$ cat src/rtl/cpu_pkg.sv
// Shared types for the CPU load/store unit: access sizes, FSM states and size helpers.
package cpu_pkg;

  typedef enum logic [1:0] {
    BYTE  = 2'b00,
    HALF  = 2'b01,
    WORD  = 2'b10,
    DWORD = 2'b11
  } lsu_size_t;

  typedef enum logic [1:0] {
    IDLE = 2'b00,
    STB  = 2'b01,
    REL  = 2'b10
  } lsu_state_t;

  // Number of bytes covered by an access of the given size.
  function automatic logic [3:0] size_bytes(input lsu_size_t s);
    return 4'(1) << s;
  endfunction

  // An access is legal when it fits in one bus word.
  function automatic logic size_legal(input lsu_size_t s, input int unsigned bytes);
    return 32'(size_bytes(s)) <= bytes;
  endfunction

endpackage

$ cat src/rtl/cpu_lsu_align.sv
// Lane math for the load/store unit: two-beat byte masks and store data placement,
// plus extraction and sign/zero extension of the load result.
module cpu_lsu_align
  import cpu_pkg::*;
#(
  parameter int unsigned DATA_W = 32
) (
  input  logic [$clog2(DATA_W/8)-1:0] off,
  input  lsu_size_t                   size,
  input  logic                        sgn,
  input  logic [DATA_W-1:0]           wdata,
  input  logic [2*DATA_W-1:0]         rwin,
  output logic [DATA_W/8-1:0]         mask0_c,
  output logic [DATA_W/8-1:0]         mask1_c,
  output logic [DATA_W-1:0]           wdat0_c,
  output logic [DATA_W-1:0]           wdat1_c,
  output logic [DATA_W-1:0]           rdata_c
);

  localparam int unsigned BYTES = DATA_W / 8;
  localparam int unsigned WIN_B = 2 * BYTES;
  localparam int unsigned WIN_W = 2 * DATA_W;

  logic [3:0]        nb;
  logic [WIN_B-1:0]  mask_win;
  logic [WIN_W-1:0]  wdat_win;
  logic [DATA_W-1:0] wdata_m;
  logic [DATA_W-1:0] rd_shift;
  logic              sbit;

  // Lanes form a double-width window; beat 0 is the low half, beat 1 the high half.
  always_comb begin
    nb       = size_bytes(size);
    rd_shift = DATA_W'(rwin >> {off, 3'b000});
    wdata_m  = '0;
    sbit     = 1'b0;
    rdata_c  = '0;
    for (int i = 0; i < BYTES; i++) begin
      if (4'(i) < nb) wdata_m[8*i +: 8] = wdata[8*i +: 8];
      if (4'(i) == nb - 4'd1) sbit = rd_shift[8*i+7];
    end
    sbit = sbit & sgn;
    for (int i = 0; i < BYTES; i++) begin
      rdata_c[8*i +: 8] = (4'(i) < nb) ? rd_shift[8*i +: 8] : {8{sbit}};
    end
    mask_win = WIN_B'((16'd1 << nb) - 16'd1) << off;
    wdat_win = WIN_W'(wdata_m) << {off, 3'b000};
  end

  assign mask0_c = mask_win[BYTES-1:0];
  assign mask1_c = mask_win[WIN_B-1:BYTES];
  assign wdat0_c = wdat_win[DATA_W-1:0];
  assign wdat1_c = wdat_win[WIN_W-1:DATA_W];

endmodule

$ cat src/rtl/cpu_lsu.sv
// Load/store bus master: one request at a time, misaligned accesses split into
// two aligned beats, load extension, and optional per-beat ack timeout.
module cpu_lsu
  import cpu_pkg::*;
#(
  parameter int unsigned DATA_W  = 32,
  parameter int unsigned ADDR_W  = 32,
  parameter int unsigned TIMEOUT = 0
) (
  input  logic                clk,
  input  logic                rst_ni,
  input  logic                req_valid,
  output logic                req_ready,
  input  logic                req_we,
  input  logic [1:0]          req_size,
  input  logic                req_signed,
  input  logic [ADDR_W-1:0]   req_addr,
  input  logic [DATA_W-1:0]   req_wdata,
  output logic                rsp_valid,
  output logic [DATA_W-1:0]   rsp_rdata,
  output logic                rsp_err,
  output logic                stb_o,
  output logic                we_o,
  output logic [ADDR_W-1:0]   adr_o,
  output logic [DATA_W/8-1:0] sel_o,
  output logic [DATA_W-1:0]   dat_o,
  input  logic [DATA_W-1:0]   dat_i,
  input  logic                ack_i
);

  localparam int unsigned BYTES = DATA_W / 8;
  localparam int unsigned OFF_W = $clog2(BYTES);
  localparam int unsigned CNT_W = (TIMEOUT > 1) ? $clog2(TIMEOUT) : 1;
  localparam bit          TO_EN = (TIMEOUT > 0);
  localparam logic [CNT_W-1:0] CNT_MAX = TO_EN ? CNT_W'(TIMEOUT - 1) : CNT_W'(0);

  lsu_state_t        state_q, state_d;
  logic              beat_q, beat_d;
  logic              split_q, split_d;
  lsu_size_t         size_q, size_d;
  logic              sgn_q, sgn_d;
  logic [OFF_W-1:0]  off_q, off_d;
  logic [DATA_W-1:0] wdata_q, wdata_d;
  logic [DATA_W-1:0] asm_q, asm_d;
  logic [CNT_W-1:0]  cnt_q, cnt_d;

  logic                stb_d, we_d, rsp_valid_d, rsp_err_d, req_ready_d;
  logic [ADDR_W-1:0]   adr_d;
  logic [BYTES-1:0]    sel_d;
  logic [DATA_W-1:0]   dat_d, rsp_rdata_d;

  lsu_size_t           req_sz;
  logic [3:0]          req_nb;
  logic [OFF_W-1:0]    req_off;
  logic                idle;
  logic [OFF_W-1:0]    al_off;
  lsu_size_t           al_size;
  logic [DATA_W-1:0]   al_wdata;
  logic [2*DATA_W-1:0] rwin;
  logic [BYTES-1:0]    mask0_c, mask1_c;
  logic [DATA_W-1:0]   wdat0_c, wdat1_c, rdata_c;

  assign req_sz  = lsu_size_t'(req_size);
  assign req_nb  = size_bytes(req_sz);
  assign req_off = req_addr[OFF_W-1:0];
  assign idle    = (state_q == IDLE);

  // Lane math follows the incoming request in IDLE, the registered one afterwards.
  assign al_off   = idle ? req_off   : off_q;
  assign al_size  = idle ? req_sz    : size_q;
  assign al_wdata = idle ? req_wdata : wdata_q;
  assign rwin     = beat_q ? {dat_i, asm_q} : {DATA_W'(0), dat_i};

  cpu_lsu_align #(
    .DATA_W (DATA_W)
  ) u_align (
    .off     (al_off),
    .size    (al_size),
    .sgn     (sgn_q),
    .wdata   (al_wdata),
    .rwin    (rwin),
    .mask0_c (mask0_c),
    .mask1_c (mask1_c),
    .wdat0_c (wdat0_c),
    .wdat1_c (wdat1_c),
    .rdata_c (rdata_c)
  );

  // Next-state and next-output logic.
  always_comb begin
    state_d     = state_q;
    beat_d      = beat_q;
    split_d     = split_q;
    size_d      = size_q;
    sgn_d       = sgn_q;
    off_d       = off_q;
    wdata_d     = wdata_q;
    asm_d       = asm_q;
    cnt_d       = cnt_q;
    stb_d       = stb_o;
    we_d        = we_o;
    adr_d       = adr_o;
    sel_d       = sel_o;
    dat_d       = dat_o;
    rsp_valid_d = 1'b0;
    rsp_err_d   = 1'b0;
    rsp_rdata_d = rsp_rdata;

    unique case (state_q)
      IDLE: begin
        if (req_valid) begin
          size_d  = req_sz;
          sgn_d   = req_signed;
          off_d   = req_off;
          wdata_d = req_wdata;
          if (!size_legal(req_sz, BYTES)) begin
            rsp_valid_d = 1'b1;
            rsp_err_d   = 1'b1;
            rsp_rdata_d = '0;
          end else begin
            state_d = STB;
            beat_d  = 1'b0;
            cnt_d   = '0;
            split_d = (5'(req_off) + 5'(req_nb)) > 5'(BYTES);
            stb_d   = 1'b1;
            we_d    = req_we;
            adr_d   = {req_addr[ADDR_W-1:OFF_W], OFF_W'(0)};
            sel_d   = mask0_c;
            dat_d   = wdat0_c;
          end
        end
      end
      STB: begin
        if (ack_i) begin
          stb_d   = 1'b0;
          state_d = REL;
          if (!beat_q) asm_d = dat_i;
          if (beat_q || !split_q) begin
            rsp_valid_d = 1'b1;
            rsp_rdata_d = we_o ? '0 : rdata_c;
          end
        end else if (TO_EN && cnt_q == CNT_MAX) begin
          // Abort: drop the strobe and skip any remaining beat.
          stb_d       = 1'b0;
          state_d     = REL;
          split_d     = 1'b0;
          rsp_valid_d = 1'b1;
          rsp_err_d   = 1'b1;
          rsp_rdata_d = '0;
        end else if (TO_EN) begin
          cnt_d = cnt_q + CNT_W'(1);
        end
      end
      REL: begin
        if (!ack_i) begin
          if (split_q && !beat_q) begin
            state_d = STB;
            beat_d  = 1'b1;
            cnt_d   = '0;
            stb_d   = 1'b1;
            adr_d   = adr_o + ADDR_W'(BYTES);
            sel_d   = mask1_c;
            dat_d   = wdat1_c;
          end else begin
            state_d = IDLE;
          end
        end
      end
      default: state_d = IDLE;
    endcase

    req_ready_d = (state_d == IDLE);
  end

  always_ff @(posedge clk or negedge rst_ni) begin
    if (!rst_ni) begin
      state_q   <= IDLE;
      beat_q    <= 1'b0;
      split_q   <= 1'b0;
      size_q    <= BYTE;
      sgn_q     <= 1'b0;
      off_q     <= '0;
      wdata_q   <= '0;
      asm_q     <= '0;
      cnt_q     <= '0;
      stb_o     <= 1'b0;
      we_o      <= 1'b0;
      adr_o     <= '0;
      sel_o     <= '0;
      dat_o     <= '0;
      rsp_valid <= 1'b0;
      rsp_err   <= 1'b0;
      rsp_rdata <= '0;
      req_ready <= 1'b1;
    end else begin
      state_q   <= state_d;
      beat_q    <= beat_d;
      split_q   <= split_d;
      size_q    <= size_d;
      sgn_q     <= sgn_d;
      off_q     <= off_d;
      wdata_q   <= wdata_d;
      asm_q     <= asm_d;
      cnt_q     <= cnt_d;
      stb_o     <= stb_d;
      we_o      <= we_d;
      adr_o     <= adr_d;
      sel_o     <= sel_d;
      dat_o     <= dat_d;
      rsp_valid <= rsp_valid_d;
      rsp_err   <= rsp_err_d;
      rsp_rdata <= rsp_rdata_d;
      req_ready <= req_ready_d;
    end
  end

endmodule

$ cat config.mk
export PLATFORM = sky130hd
export DESIGN_NAME = cpu_lsu
export DESIGN_NICKNAME = d
export VERILOG_FILES = /design/src/rtl/cpu_pkg.sv /design/src/rtl/cpu_lsu_align.sv /design/src/rtl/cpu_lsu.sv
export SDC_FILE = /design/constraint.sdc
export NUM_CORES = 1
export LEC_CHECK = 0
export ABC_AREA = 1
export CAP_MARGIN = 20
export CORE_UTILIZATION = 38
export DETAILED_ROUTE_END_ITERATION = 7
export HOLD_SLACK_MARGIN = 0.06
export MAX_ROUTING_LAYER = met4
export PLACE_DENSITY = 0.66
export SLEW_MARGIN = 10
export SYNTH_ARGS = -nofsm -noshare
export SYNTH_HDL_FRONTEND = slang
export SYNTH_HIERARCHICAL = 1
export SYNTH_SLANG_ARGS = --single-unit
$ cat constraint.sdc
create_clock -name clk -period 6.92 [get_ports clk]
set_input_delay 1.038 -clock clk [delete_from_list [all_inputs] [get_ports clk]]
set_output_delay 1.038 -clock clk [all_outputs]
set_load 0.05 [all_outputs]
### Word level (Yosys, flattened, before mapping)

Cells that the tools add are included.

* bits of input ports: 104
* word-level logic and storage cells: 121
* bits in registers: 178
* output and inout bits: 105

* reduce and logical (&&, ||, !) cells: 16
* bitwise logic cells: 2
* equal/unequal tests: 12
* muxes and demuxes: 58
* $lt $le $gt $ge: 6
* add/subtract/negate cells: 4
* shift-type cells: 6

Operators by type and width (count)
* 2-to-1 mux 32 bit: 14
* case mux 32 bit (2 select lines): 3
* 2-to-1 mux 64 bit: 1
* 2-to-1 mux 8 bit: 8
* left shift 32 x 5 -> 64 bit: 1
* >> shifter 64 x 5 -> 32 bit: 1
* adder 32 x 3 -> 32 bit (second input constant): 1
* 2-to-1 mux 1 bit: 17
* 2-to-1 mux 4 bit: 4
* 2-to-1 mux 2 bit: 6
* inequality test 2 bit (second input constant): 6
* AND reduction 5 bit: 2
* == test 2 x 4 -> 1 bit (first input constant): 2
* less-than comparator 1 x 4 -> 1 bit (first input constant): 2
* less-than comparator 2 x 4 -> 1 bit (first input constant): 2
* case mux 4 bit (2 select lines): 1
* left shift 1 x 2 -> 4 bit (first input constant): 2
* left shift 1 x 4 -> 8 bit (first input constant): 1
* left shift 8 x 2 -> 8 bit: 1
* subtractor 8 x 1 -> 8 bit (second input constant): 1
* case mux 2 bit (3 select lines): 1
* AND reduction 3 bit: 2
* AND reduction 6 bit: 1
* adder 2 x 4 -> 5 bit: 1
* 19 further kinds: 23

### Logic depth before layout (Yosys ltp)

* word-level depth: 15
* gate-level depth with buffers: 17
* mapped depth without buffers: 13

### Hierarchy

Netlist, hierarchy kept.

By module, submodules not included
* cpu_lsu: area each 9282.7 um^2, times used 1, cells each 1300, sequential area each 4405.5 um^2
* cpu_lsu_align: area each 1971.9 um^2, times used 1, cells each 418, sequential area each 0.0 um^2

### Worst setup path after synthesis

Ideal clock, no wire load.

* kind: in2reg
* from: in req_addr[1]
* to: reg rsp_rdata[29]
* path slack: 4489 ps
* path buffers: 2
* data required time: 6794 ps
* stages on the path: 11
* data arrival time: 2305 ps
* cells stage by stage: inv_1 o21ai_0 buf_2 nand3_1 nand2_2 nand2_2 nand4_4 buf_6 nand2_1 nand3_1 o21ai_0

* cells in the longest elaborated chain, start to end: 12

RTL lines
* from (decl): RTL line cpu_lsu.sv:17 `input logic [ADDR_W-1:0] req_addr,`
* 2-to-1 mux 2 bit *: RTL line cpu_lsu.sv:69 `assign al_off = idle ? req_off : off_q;`
* net al_off[1]: RTL line cpu_lsu.sv:56 `logic [OFF_W-1:0] al_off;`
* >> shifter 64 x 5 -> 32 bit *: RTL line cpu_lsu_align.sv:34 `rd_shift = DATA_W'(rwin >> {off, 3'b000});`
* 2-to-1 mux 1 bit (4 in series): RTL line cpu_lsu_align.sv:40 `if (4'(i) == nb - 4'd1) sbit = rd_shift[8*i+7];`
* AND 1 bit: RTL line cpu_lsu_align.sv:42 `sbit = sbit & sgn;`
* 2-to-1 mux 8 bit *: RTL line cpu_lsu_align.sv:44 `rdata_c[8*i +: 8] = (4'(i) < nb) ? rd_shift[8*i +: 8] : {8{sbit}};`
* net rdata_c[29]: RTL line cpu_lsu.sv:61 `logic [DATA_W-1:0] wdat0_c, wdat1_c, rdata_c;`
* 2-to-1 mux 32 bit *: RTL line cpu_lsu.sv:140 `rsp_rdata_d = we_o ? '0 : rdata_c;`
* 2-to-1 mux 32 bit *: RTL line cpu_lsu.sv:138 `if (beat_q || !split_q) begin`
* 2-to-1 mux 32 bit *: RTL line cpu_lsu.sv:134 `if (ack_i) begin`
* case mux 32 bit (2 select lines) *: RTL line cpu_lsu.sv:109 `unique case (state_q)`
* to (signal assigned): RTL line cpu_lsu.sv:212 `rsp_rdata <= rsp_rdata_d;`
* to (decl): RTL line cpu_lsu.sv:20 `output logic [DATA_W-1:0] rsp_rdata,`

Mark *: on every way through the listed nets, which the timed path passes. The rest lies on a longest branch. The select of a mux whose other input is x is not followed.
A chain may end at the register's enable or synchronous reset.

### Worst setup path after layout

* from: in req_addr[0]
* to: reg rsp_rdata[16]

The elaborated chain is that of the path after synthesis.

==> impl_metrics.yaml <==
min_path:
  hp-class: "reg -> reg"
  hold_start: "asm_q[13]"
  hold_end: "asm_q[13]"
  hold_path_depth: 2
worst_setup_path:
  r2r-end: "rsp_rdata[16]"
  worst-r2r-cell-count: 13
  crit_fanout: 76
  arrival_ns: 3.91
  rrSetupSlack_ns: 3.68
  startpoint_type: "input pin"
  cp_top_family: "buffers and inverters"
  path_class: "in -> reg"
  cp-startpoint: "req_addr[0]"
  critPathBufInv: 4
  reg2reg_from: "state_q[0]"
  cpMostUsedCell: "nand2_1"
  cp.required_ns: 7.21
  slowest_delay_ns: 0.52
  cp_slowest_cell: "clkdlybuf4s50_1"
  endpoint_kind: "register"
  cp_cell_sequence: "clkdlybuf4s50_1 > inv_1 > o21ai_4 > buf_4 > inv_4 > nand2_1 > nand3_1 > nand2_1 > nand2_1 > nand4_4 > nand2_1 > nand3_1 > o21ai_0"
clock_network:
  htree_levels: 4
  cts-root-buf: "clkbuf_16"
  clk_latency_ns: 0.44
  cts_setup_buffers: 0
  cts.sinks: 176
  cts_buffer_depth: 2
  holdBufCountCts: 0
  clk_pin_slew_ns: 0.07
  cts_made_buffers: 17
  tritoncts: "done"
  post_cts_resized: 0
power:
  max-vdd-ir-drop_v: 0.000175
  total_power_mw: 7.93
  power_per_cell_area_nw_per_um2: 569
  p_leak_nw: 6.42
logic_synthesis:
  synthCells: 1702
  avgSynthCellArea_um2: 6.58
  synth_area_um2: 11200
  yosysWarnings: 6
global_route:
  track_usage_pct: 25.0
  met3_usage_pct: 4.19
  grt_start_max_net_pins: 99
  grtUsageMet1_pct: 32.9
  grt_pass1_vias: 10800
  grt_pass1_wl_um: 57900
  top_usage_layer: "met2"
  grtUsageMet2_pct: 39.6
  gr-total-overflow: 0
  antenna_found_initial: 0
detailed_routing:
  finalWirelength_um: 36000
  antenna_left: 0
  drt-initial-drc-count: 1137
  drc: 0
  vias_per_cell: 5.06
  wl_per_cell_um: 16.2
  first_pass_iters: 6
  vias: 11300
final_layout:
  fillers: 2967
  final_cells: 2231
  nNetsFinal: 1942
  diodes: 0
  drive_gt1_share_pct: 4.76
  final-seq-area_um2: 4410
  area_delta_synth_final_pct: 24.5
  multi_input_area_um2: 5430
place:
  gp_congestion: 0.950
  hpwl_um: 26000
  dp_cells: 2198
  port-buffer-count: 206
sta:
  slew_headroom_pct: 33.0
  setup_violations: 0
  tightest_slew_ns: 1.01
  skew_ns: 0.0148
  rsz0062_at_grt: "false"
  report.final.hold_viol_count: 0
  tns_ns: 0
  min_period_ns: 3.63
  drv_slew: 0
  fmax_mhz: 276
  post-route-period-util_pct: 52.4
floorplanning:
  start_util_pct: 38.8
  core_area_um2: 28900
  ios: 209
  die_w_um: 174
  fp-row-count: 62
  die_area_um2: 30100
  die_y_um: 174
flow_run:
  cap_violations: 0
run_status:
  status: "finished, final reports clean"
-- tightest hold or removal path, delay by kind of cell, from the launching register on --
kind	cells	cell delay, ns
compound gates	1	0.06
flops	1	0.35
simple gates	1	0.05
-- registers in the layout (all words and copies together) (netlist names), 2 cells and up --
register   cells
adr_o         30
asm_q         32
dat_o         32
off_q          2
rsp_rdata     32
sel_o          4
size_q         2
state_q        2
wdata_q       32
-- cell type report --
class	instances	share of cell area [%]
Multi-Input combinational cell	1193	39.0
Sequential cell	176	31.6
Timing Repair Buffer	220	15.7
Inverter	226	6.12
Tap cell	384	3.45
Clock buffer	18	3.15
Clock inverter	14	0.978
-- cell usage in the layout (no fill, tap or decap), drive strengths merged, types with 3 or more instances in the layout --
| cell | count |
|---|---|
| a21oi | 69 |
| a22oi | 3 |
| a31oi | 37 |
| buf | 15 |
| clkbuf | 18 |
| clkdlybuf4s50 | 205 |
| clkinv | 6 |
| conb | 10 |
| dfrtp | 175 |
| ha | 3 |
| inv | 233 |
| mux2 | 3 |
| nand2 | 502 |
| nand3 | 90 |
| nand4 | 5 |
| nor2 | 166 |
| nor3 | 9 |
| o211ai | 4 |
| o21ai | 254 |
| o22ai | 25 |
| or2 | 6 |
-- layer usage --
| layer | part of all wire [%] | vias to the layer above |
|---|---|---|
| met5 | 0 | - |
| met4 | 2.4 | 0 |
| met3 | 5.5 | 47 |
| met2 | 46 | 363 |
| met1 | 46 | 5242 |
| li1 | - | 5642 |
-- power breakdown --
group,internal [mW],switching (mW),total (mW)
registers,1.52,0.383,1.91
logic,1.50,3.55,5.06
clock network,0.490,0.473,0.964
total,3.52,4.41,7.93
-- metrics by stage --
stage / instance area (um2) / setup slack [ns] / utilization (%) / hold WS, ns
3_5_place_dp: 13300 / 2.90 / 46.2 / 0.473
3_3_place_gp: 13300 / 2.97 / 46.2 / 0.466
2_1_floorplan: 11200 / 4.49 / - / 0.453
6_report: 13900 / 3.29 / 48.3 / 0.486
5_1_grt: 13900 / 3.05 / 48.3 / 0.511
4_1_cts: 13900 / 3.14 / 48.2 / 0.490
-- worst max path at each step --
| stage | endpoint | depth (start not counted) |
|---|---|---|
| final | rsp_rdata[16] | 13 |
| after CTS | rsp_rdata[17] | 13 |
| after global placement | rsp_rdata[16] | 13 |
| after global routing | rsp_rdata[16] | 13 |
| after floorplan | rsp_rdata[29] | 11 |
| after detailed placement | rsp_rdata[26] | 13 |
(Power assumes the default switching activity.)
